<file path="config.mk">
export PLATFORM = sky130hd
export DESIGN_NAME = nibble_add_scheduler
export DESIGN_NICKNAME = d
export VERILOG_FILES = /design/src/rtl/nibble_add_scheduler_pkg.sv /design/src/rtl/nibble_add_scheduler_slice.sv /design/src/rtl/nibble_add_scheduler.sv
export SDC_FILE = /design/constraint.sdc
export NUM_CORES = 1
export LEC_CHECK = 0
export CORE_MARGIN = 1
export CORE_UTILIZATION = 30
export CTS_CLUSTER_SIZE = 12
export DETAILED_ROUTE_END_ITERATION = 8
export GPL_TIMING_DRIVEN = 1
export MAX_ROUTING_LAYER = met4
export PLACE_DENSITY_LB_ADDON = 0.1
export SLEW_MARGIN = 20
export SYNTH_ARGS = -nofsm -noshare
export SYNTH_HDL_FRONTEND = slang
export SYNTH_SLANG_ARGS = --single-unit
</file>
<file path="constraint.sdc">
create_clock -name clk -period 4.1 [get_ports clk]
set_clock_uncertainty 0.05 [all_clocks]
set_input_delay 0.82 -clock clk [delete_from_list [all_inputs] [get_ports clk]]
set_output_delay 0.82 -clock clk [all_outputs]
set_load 0.01 [all_outputs]
</file>
<file path="src/rtl/nibble_add_scheduler_pkg.sv">
// Shared definitions for the nibble-serial add scheduler: FSM encoding and slice width.
package nibble_add_scheduler_pkg;

  localparam int unsigned NIBBLE_W = 4;

  typedef enum logic [1:0] {
    IDLE = 2'd0,
    CALC = 2'd1,
    DONE = 2'd2
  } state_t;

endpackage

</file>
<file path="src/rtl/nibble_add_scheduler_slice.sv">
// Shared 4-bit full-adder slice; the only adder in the scheduler datapath.
module four_bit_full_adder_module
  import nibble_add_scheduler_pkg::*;
(
  input  logic [NIBBLE_W-1:0] a,
  input  logic [NIBBLE_W-1:0] b,
  input  logic                cin,
  output logic [NIBBLE_W-1:0] sum,
  output logic                cout
);

  assign {cout, sum} = {1'b0, a} + {1'b0, b} + {{NIBBLE_W{1'b0}}, cin};

endmodule

</file>
<file path="src/rtl/nibble_add_scheduler.sv">
// Two-requester add scheduler: round-robin grant, then one nibble per cycle
// through a single shared 4-bit slice, LSB first, result held until taken.
module nibble_add_scheduler
  import nibble_add_scheduler_pkg::*;
#(
  parameter int unsigned NIBBLES = 4
) (
  input  logic                         clk,
  input  logic                         rst_n,
  input  logic                         req0_valid,
  input  logic [NIBBLE_W*NIBBLES-1:0]  req0_a,
  input  logic [NIBBLE_W*NIBBLES-1:0]  req0_b,
  input  logic                         req0_cin,
  output logic                         req0_ready,
  input  logic                         req1_valid,
  input  logic [NIBBLE_W*NIBBLES-1:0]  req1_a,
  input  logic [NIBBLE_W*NIBBLES-1:0]  req1_b,
  input  logic                         req1_cin,
  output logic                         req1_ready,
  output logic                         resp_valid,
  output logic                         resp_id,
  output logic [NIBBLE_W*NIBBLES-1:0]  resp_sum,
  output logic                         resp_cout,
  input  logic                         resp_ready
);

  localparam int unsigned W     = NIBBLE_W * NIBBLES;
  localparam int unsigned IDX_W = (NIBBLES > 1) ? $clog2(NIBBLES) : 1;
  localparam logic [IDX_W-1:0] LAST_IDX = IDX_W'(NIBBLES - 1);

  state_t               state, state_next;
  logic [W-1:0]         op_a, op_b;
  logic [IDX_W-1:0]     idx;
  logic                 carry;
  logic                 last_grant;
  logic                 grant_any;
  logic                 grant_id;
  logic                 accept;
  logic [NIBBLE_W-1:0]  slice_a, slice_b, slice_sum;
  logic                 slice_cout;

  // Round-robin: on contention the requester not granted last wins.
  always_comb begin
    grant_any = req0_valid | req1_valid;
    if (req0_valid && req1_valid) grant_id = ~last_grant;
    else                          grant_id = req1_valid;
  end

  always_ff @(posedge clk) begin
    if (!rst_n) state <= IDLE;
    else        state <= state_next;
  end

  always_comb begin
    state_next = state;
    unique case (state)
      IDLE:    if (grant_any)        state_next = CALC;
      CALC:    if (idx == LAST_IDX)  state_next = DONE;
      DONE:    if (resp_ready)       state_next = IDLE;
      default:                       state_next = IDLE;
    endcase
  end

  always_comb begin
    accept     = rst_n && (state == IDLE) && grant_any;
    req0_ready = accept && !grant_id;
    req1_ready = accept &&  grant_id;
    resp_valid = (state == DONE);
  end

  assign slice_a = op_a[NIBBLE_W*idx +: NIBBLE_W];
  assign slice_b = op_b[NIBBLE_W*idx +: NIBBLE_W];

  four_bit_full_adder_module u_slice (
    .a    (slice_a),
    .b    (slice_b),
    .cin  (carry),
    .sum  (slice_sum),
    .cout (slice_cout)
  );

  always_ff @(posedge clk) begin
    if (!rst_n) begin
      op_a       <= '0;
      op_b       <= '0;
      idx        <= '0;
      carry      <= 1'b0;
      last_grant <= 1'b1;
      resp_id    <= 1'b0;
      resp_sum   <= '0;
      resp_cout  <= 1'b0;
    end else begin
      unique case (state)
        IDLE: begin
          if (grant_any) begin
            op_a       <= grant_id ? req1_a   : req0_a;
            op_b       <= grant_id ? req1_b   : req0_b;
            carry      <= grant_id ? req1_cin : req0_cin;
            resp_id    <= grant_id;
            last_grant <= grant_id;
            idx        <= '0;
          end
        end
        CALC: begin
          resp_sum[NIBBLE_W*idx +: NIBBLE_W] <= slice_sum;
          carry <= slice_cout;
          idx   <= idx + 1'b1;
          if (idx == LAST_IDX) resp_cout <= slice_cout;
        end
        default: ;
      endcase
    end
  end

endmodule

</file>
==> results_dict.tcl, run 1 <==
set metrics [dict create \
    run_status "finished, final reports clean" \
    cts-resized-gates 0 \
    synth_edf_count 0 \
    fp.dieW_um 98.8 \
    async_flop_share 0 \
    vias 2313 \
    postRouteWirelength_mm 6.54 \
    pin_count 92 \
    synth-compound-area-share 0.170 \
    drtIter0Drc 85 \
    hp-class "flip-flop to flip-flop" \
    fmax_mhz 284 \
    synth.avg_cell_area_um2 9.90 \
    required_ns 3.23 \
    gp_congestion 0.735 \
    tns_ns 0 \
    power_per_cell_area_nw_per_um2 325 \
    finalSetupViolations 0 \
    rsz0062_at_grt "no" \
    path_max_fanout 6 \
    grt_pass1_vias 2287 \
    synthMuxAreaShare 0.178 \
    antenna_found_initial 0 \
    arrival_ns 2.65 \
    area_delta_synth_final_pct 37.9 \
    finalWorstPathRequiredPeriod_ns 3.52 \
    grt.total_usage 0.150 \
    overflow 0 \
    root_buffer "clkbuf_8" \
    synthAdderAreaFrac 0.0543 \
    finalCritPeriodShare 0.859 \
    ant_nets 0 \
    syn_area_um2 2810 \
    wl_per_cell_um 13.8 \
    synth_fp_nets 366 \
    multi_input_area_um2 1570 \
    drc 0 \
    seq_area_um2 1120 \
    grt_pass1_wl_mm 11.2 \
    fillCellCount 868 \
    numCtsBuffers 5 \
    vias_per_cell 4.89 \
    seq_area_frac_synth 0.399 \
    synth_top_area_frac 0.399 \
    die_area_um2 9760 \
    path_clk_slew_ns 0.10 \
    r2r_slack_ns 1.21 \
    ys_ff_latch 56 \
    synth_common_cells "56 x dfxtp_1, 48 x nor2_1, 33 x a211oi_1" \
    cts.path.max_buffers 2 \
    critPathLaunchType "primary input" \
    ys_types 36 \
    portBuffers 91 \
    ys.flop_type "dfxtp_1" \
    drt_first_pass_iters 4 \
    core-area_um2 8890 \
    post-cts-setup-buffer-count 0 \
    drive_gt1_frac 0.0740 \
    clkSinkCount 56 \
    ys_warn_count 0 \
    grt_max_degree 67 \
    start_util 0.316 \
    worst_skew_pair.late_latency_ns 0.31 \
    slew_violations 0 \
    p_leak_nw 1.43 \
    synth.most_common_cell "dfxtp_1" \
    cts_max_level 2 \
    worst_pin_slew_ns 0.652 \
    antenna_cells 0 \
    syn_inst 284 \
    yosys.area_share.simple 0.147 \
    relSlewSlack 0.565 \
    die_y_um 98.8 \
    synth_top_family_by_area "multiplexers" \
    ir_drop_mv 0.145 \
    crit_type "primary input to primary output" \
    core.rowCount 34 \
    cap_violations 0 \
    cts_hold_buf 0 \
    synth-xor-area-share 0.00312 \
    hold_violations 0 \
    nets 446 \
    final_util 0.436 \
    cp-end-kind "primary output" \
    finalPower_mw 1.26 \
    dp_hpwl_mm 4.90 \
    yosysTopAreaCell "dfxtp_1" \
    synth_area_leaders "dfxtp_1 40%, mux2i_1 11%, a211oi_1 8.8%" \
    cts_tree "yes" \
]
cell families after synthesis:
family          Yosys count
compound gates           67
xor+xnor                  1
fa+ha+maj                11
buf+inv                  26
flops                    56
mux                      40
simple gates             83
worst max-delay path: stages:
cell	delay, ns
clkdlybuf4s50_1	0.55
nor2_1	0.10
or3_1	0.42
nor3_1	0.17
clkdlybuf4s50_1	0.59
flip-flops by register name, summed over array words and instances (netlist names):
signal,count
carry,1
idx,2
last_grant,1
op_a,16
op_b,16
resp_cout,1
resp_id,1
resp_sum,16
state,2
cell usage in the layout (no fill, tap or decap), types with 4 or more instances in the layout:
cell type	netlist	layout
a211oi_1	33	33
a21oi_1	7	7
a22oi_1	13	13
buf_4	2	4
clkbuf_8	0	6
clkdlybuf4s50_1	0	91
dfxtp_1	56	56
ha_1	9	9
mux2i_1	32	32
mux4_2	8	8
nand2_1	16	16
nand3_1	5	5
nor2_1	48	48
nor4_4	4	4
worst paths after layout:
kind / endpoint / cells past startpoint / start
worst max-delay path: req0_ready / 5 / req0_valid
worst min-delay path: resp_sum[7]$_SDFFE_PN0P_ / 2 / resp_sum[7]$_SDFFE_PN0P_
worst max register to register: carry$_SDFFE_PN0P_ / 7 / idx[1]$_SDFFE_PN0P_
worst min register to register: resp_sum[7]$_SDFFE_PN0P_ / 2 / resp_sum[7]$_SDFFE_PN0P_
per-layer routing:
metal / wire [um] / track usage / up-vias
met4: 95 / 0.0482 / 0
met3: 314 / 0.0305 / 7
li1: - / - / 1197
met1: 3050 / 0.187 / 1040
met2: 3080 / 0.243 / 69
met5: 0 / - / -
area by class of cell:
cell class | count | area share
multi-input cells | 202 | 0.405
flip-flops and latches | 56 | 0.289
repair buffers | 95 | 0.243
well taps | 108 | 0.0349
clock buffers | 6 | 0.0213
inverters | 4 | 0.00387
clock inverters | 2 | 0.00258
per-stage QoR:
stage / std cells / hold WS [ns] / setup WS [ns] / cell area (um2)
after floorplan: 284 / 0.400 / 1.23 / 2810
after global placement: 465 / 0.402 / 0.583 / 3780
final: 473 / 0.417 / 0.578 / 3870
after CTS: 473 / 0.417 / 0.559 / 3870
after detailed placement: 465 / 0.403 / 0.576 / 3780
after global routing: 473 / 0.439 / 0.458 / 3870
report_power, final:
group          internal (mW)  leakage (nW)  switching [mW]
clock                  0.135        0.0510           0.174
sequential             0.587         0.461          0.0300
combinational          0.171         0.923           0.162
total                  0.893          1.43           0.366
(Power assumes the default switching activity.)
==> inputs of run 2 (changes only) <==
- MAX_ROUTING_LAYER: met4 -> default
==> run 2 against run 1 <==
Maximum frequency about the same. Power about the same. Flip-flop and latch count unchanged. Count of clock-buffer cells in the layout unchanged. Critical endpoint unchanged. Highest routed layer unchanged.
==> results_dict.tcl, run 2 (same netlist as run 1, synthesis figures left out) <==
set metrics [dict create \
    hp-class "flip-flop to flip-flop" \
    finalPower_mw 1.26 \
    finalSetupViolations 0 \
    r2r_cells 7 \
    drt_first_pass_iters 4 \
    nets 446 \
    ant_nets 0 \
    swShare 0.291 \
    rsz0062_at_grt "no" \
    overflow 0 \
    arrival_ns 2.65 \
    dpl.cell_count 465 \
    die_y_um 98.8 \
    preCtsSetupSlack_ns 0.576 \
    drive_gt1_frac 0.0740 \
    ir_drop_mv 0.146 \
    critPathLaunchType "primary input" \
    core-area_um2 8890 \
    worst_skew_pair.late_latency_ns 0.31 \
    min_delay_worst_endpoint "resp_sum[7]$_SDFFE_PN0P_" \
    intPower_mw 0.893 \
    start_util 0.316 \
    antenna_cells 0 \
    grt_max_degree 67 \
    final_cells 473 \
    grt_pass1_wl_mm 11.2 \
    p_sw_mw 0.366 \
    cts_max_level 2 \
    fmax_mhz 284 \
    holdCritStartpoint "resp_sum[7]$_SDFFE_PN0P_" \
    hold_violations 0 \
    required_ns 3.23 \
    p_comb_frac 0.264 \
    cts_tree "yes" \
    reg_top3 "op_a: 16 flops, op_b: 16 flops, resp_sum: 16 flops" \
    slew_violations 0 \
    cts_hold_buf 0 \
    layout_commonest_cell "clkdlybuf4s50_1" \
    numCtsBuffers 5 \
    seqPwrFrac 0.490 \
    layout_setup_ws_ns 0.575 \
    portBuffers 91 \
    cts.path.max_buffers 2 \
    path_max_fanout 6 \
    grt_pass1_vias 2280 \
    finalCritPeriodShare 0.860 \
    area_delta_synth_final_pct 37.9 \
    core.rowCount 34 \
    drtIter0Drc 91 \
    final_cell_mix "91 x clkdlybuf4s50_1, 56 x dfxtp_1, 48 x nor2_1" \
    root_buffer "clkbuf_8" \
    p_leak_nw 1.43 \
    grt.total_usage 0.146 \
    relSlewSlack 0.566 \
    min_path_cells 2 \
    cp-end-kind "primary output" \
    worst_pin_slew_ns 0.650 \
    drc 0 \
    run_status "finished, final reports clean" \
    pin_count 92 \
    power_per_cell_area_nw_per_um2 325 \
    die_area_um2 9760 \
    dp_hpwl_mm 4.90 \
    crit_type "primary input to primary output" \
    post-cts-setup-buffer-count 0 \
    r2r-end "carry$_SDFFE_PN0P_" \
    cap_violations 0 \
    tns_ns 0 \
    wl_per_cell_um 13.9 \
    clkSinkCount 56 \
    fp.dieW_um 98.8 \
    finalWorstPathRequiredPeriod_ns 3.52 \
    vias_per_cell 4.88 \
    cts-resized-gates 0 \
    antenna_found_initial 0 \
    r2r_start "idx[1]$_SDFFE_PN0P_" \
    path_clk_slew_ns 0.10 \
    r2r_slack_ns 1.21 \
    postRouteWirelength_mm 6.56 \
    vias 2307 \
    gp_congestion 0.727 \
    pwr-share-clk 0.246 \
]
run 2: cell counts in the layout (fill, tap and decap cells not counted):
Identical to the previous run, type by type.
run 2: final cells by class:
cell class,instances,area (um2)
clock inverters,2,10.0
fillers,868,5020
well taps,108,135
clock buffers,6,82.6
repair buffers,95,941
flip-flops and latches,56,1120
inverters,4,15.0
multi-input cells,202,1570
run 2: worst max-delay path by stage:
stage	from	slack [ns]	to
floorplan	idx[0]$_SDFFE_PN0P_	1.23	carry$_SDFFE_PN0P_
global placement	req0_valid	0.58	req0_ready
detailed placement	req0_valid	0.58	req0_ready
CTS	req0_valid	0.56	req0_ready
global route	req0_valid	0.46	req0_ready
finish	req0_valid	0.58	req0_ready
run 2: critical path: stages:
cell and delay (ns):
clkdlybuf4s50_1 0.55, nor2_1 0.10, or3_1 0.42, nor3_1 0.17
clkdlybuf4s50_1 0.59
run 2: metal layers:
layer  share of wire  track usage  vias up
li1                -            -     1196
met1            0.47        0.186     1043
met2            0.47        0.243       61
met3           0.045       0.0333        7
met4           0.015       0.0482        0
met5               0            0        -
run 2: power by group through the flow:
stage	Clock [mW]	Combinational, mW	Sequential, mW
after floorplan	0	0.215	0.619
after global placement	0	0.337	0.629
final	0.310	0.333	0.617
after global routing	0.347	0.371	0.624
after detailed placement	0	0.340	0.630
after CTS	0.323	0.340	0.618
run 2: stage by stage:
step           area, um2  hold slack [ns]   util
5_1_grt             3870            0.439  0.436
6_report            3870            0.417  0.436
3_3_place_gp        3780            0.402  0.425
4_1_cts             3870            0.417  0.436
3_5_place_dp        3780            0.403  0.425
2_1_floorplan       2810            0.400      -
==> inputs of run 3 (changes only) <==
- CAP_MARGIN: default -> 20
- CORE_MARGIN: 1 -> default
==> results of run 3 <==
Final layout, timing and power as in run 2 (identical DEF).
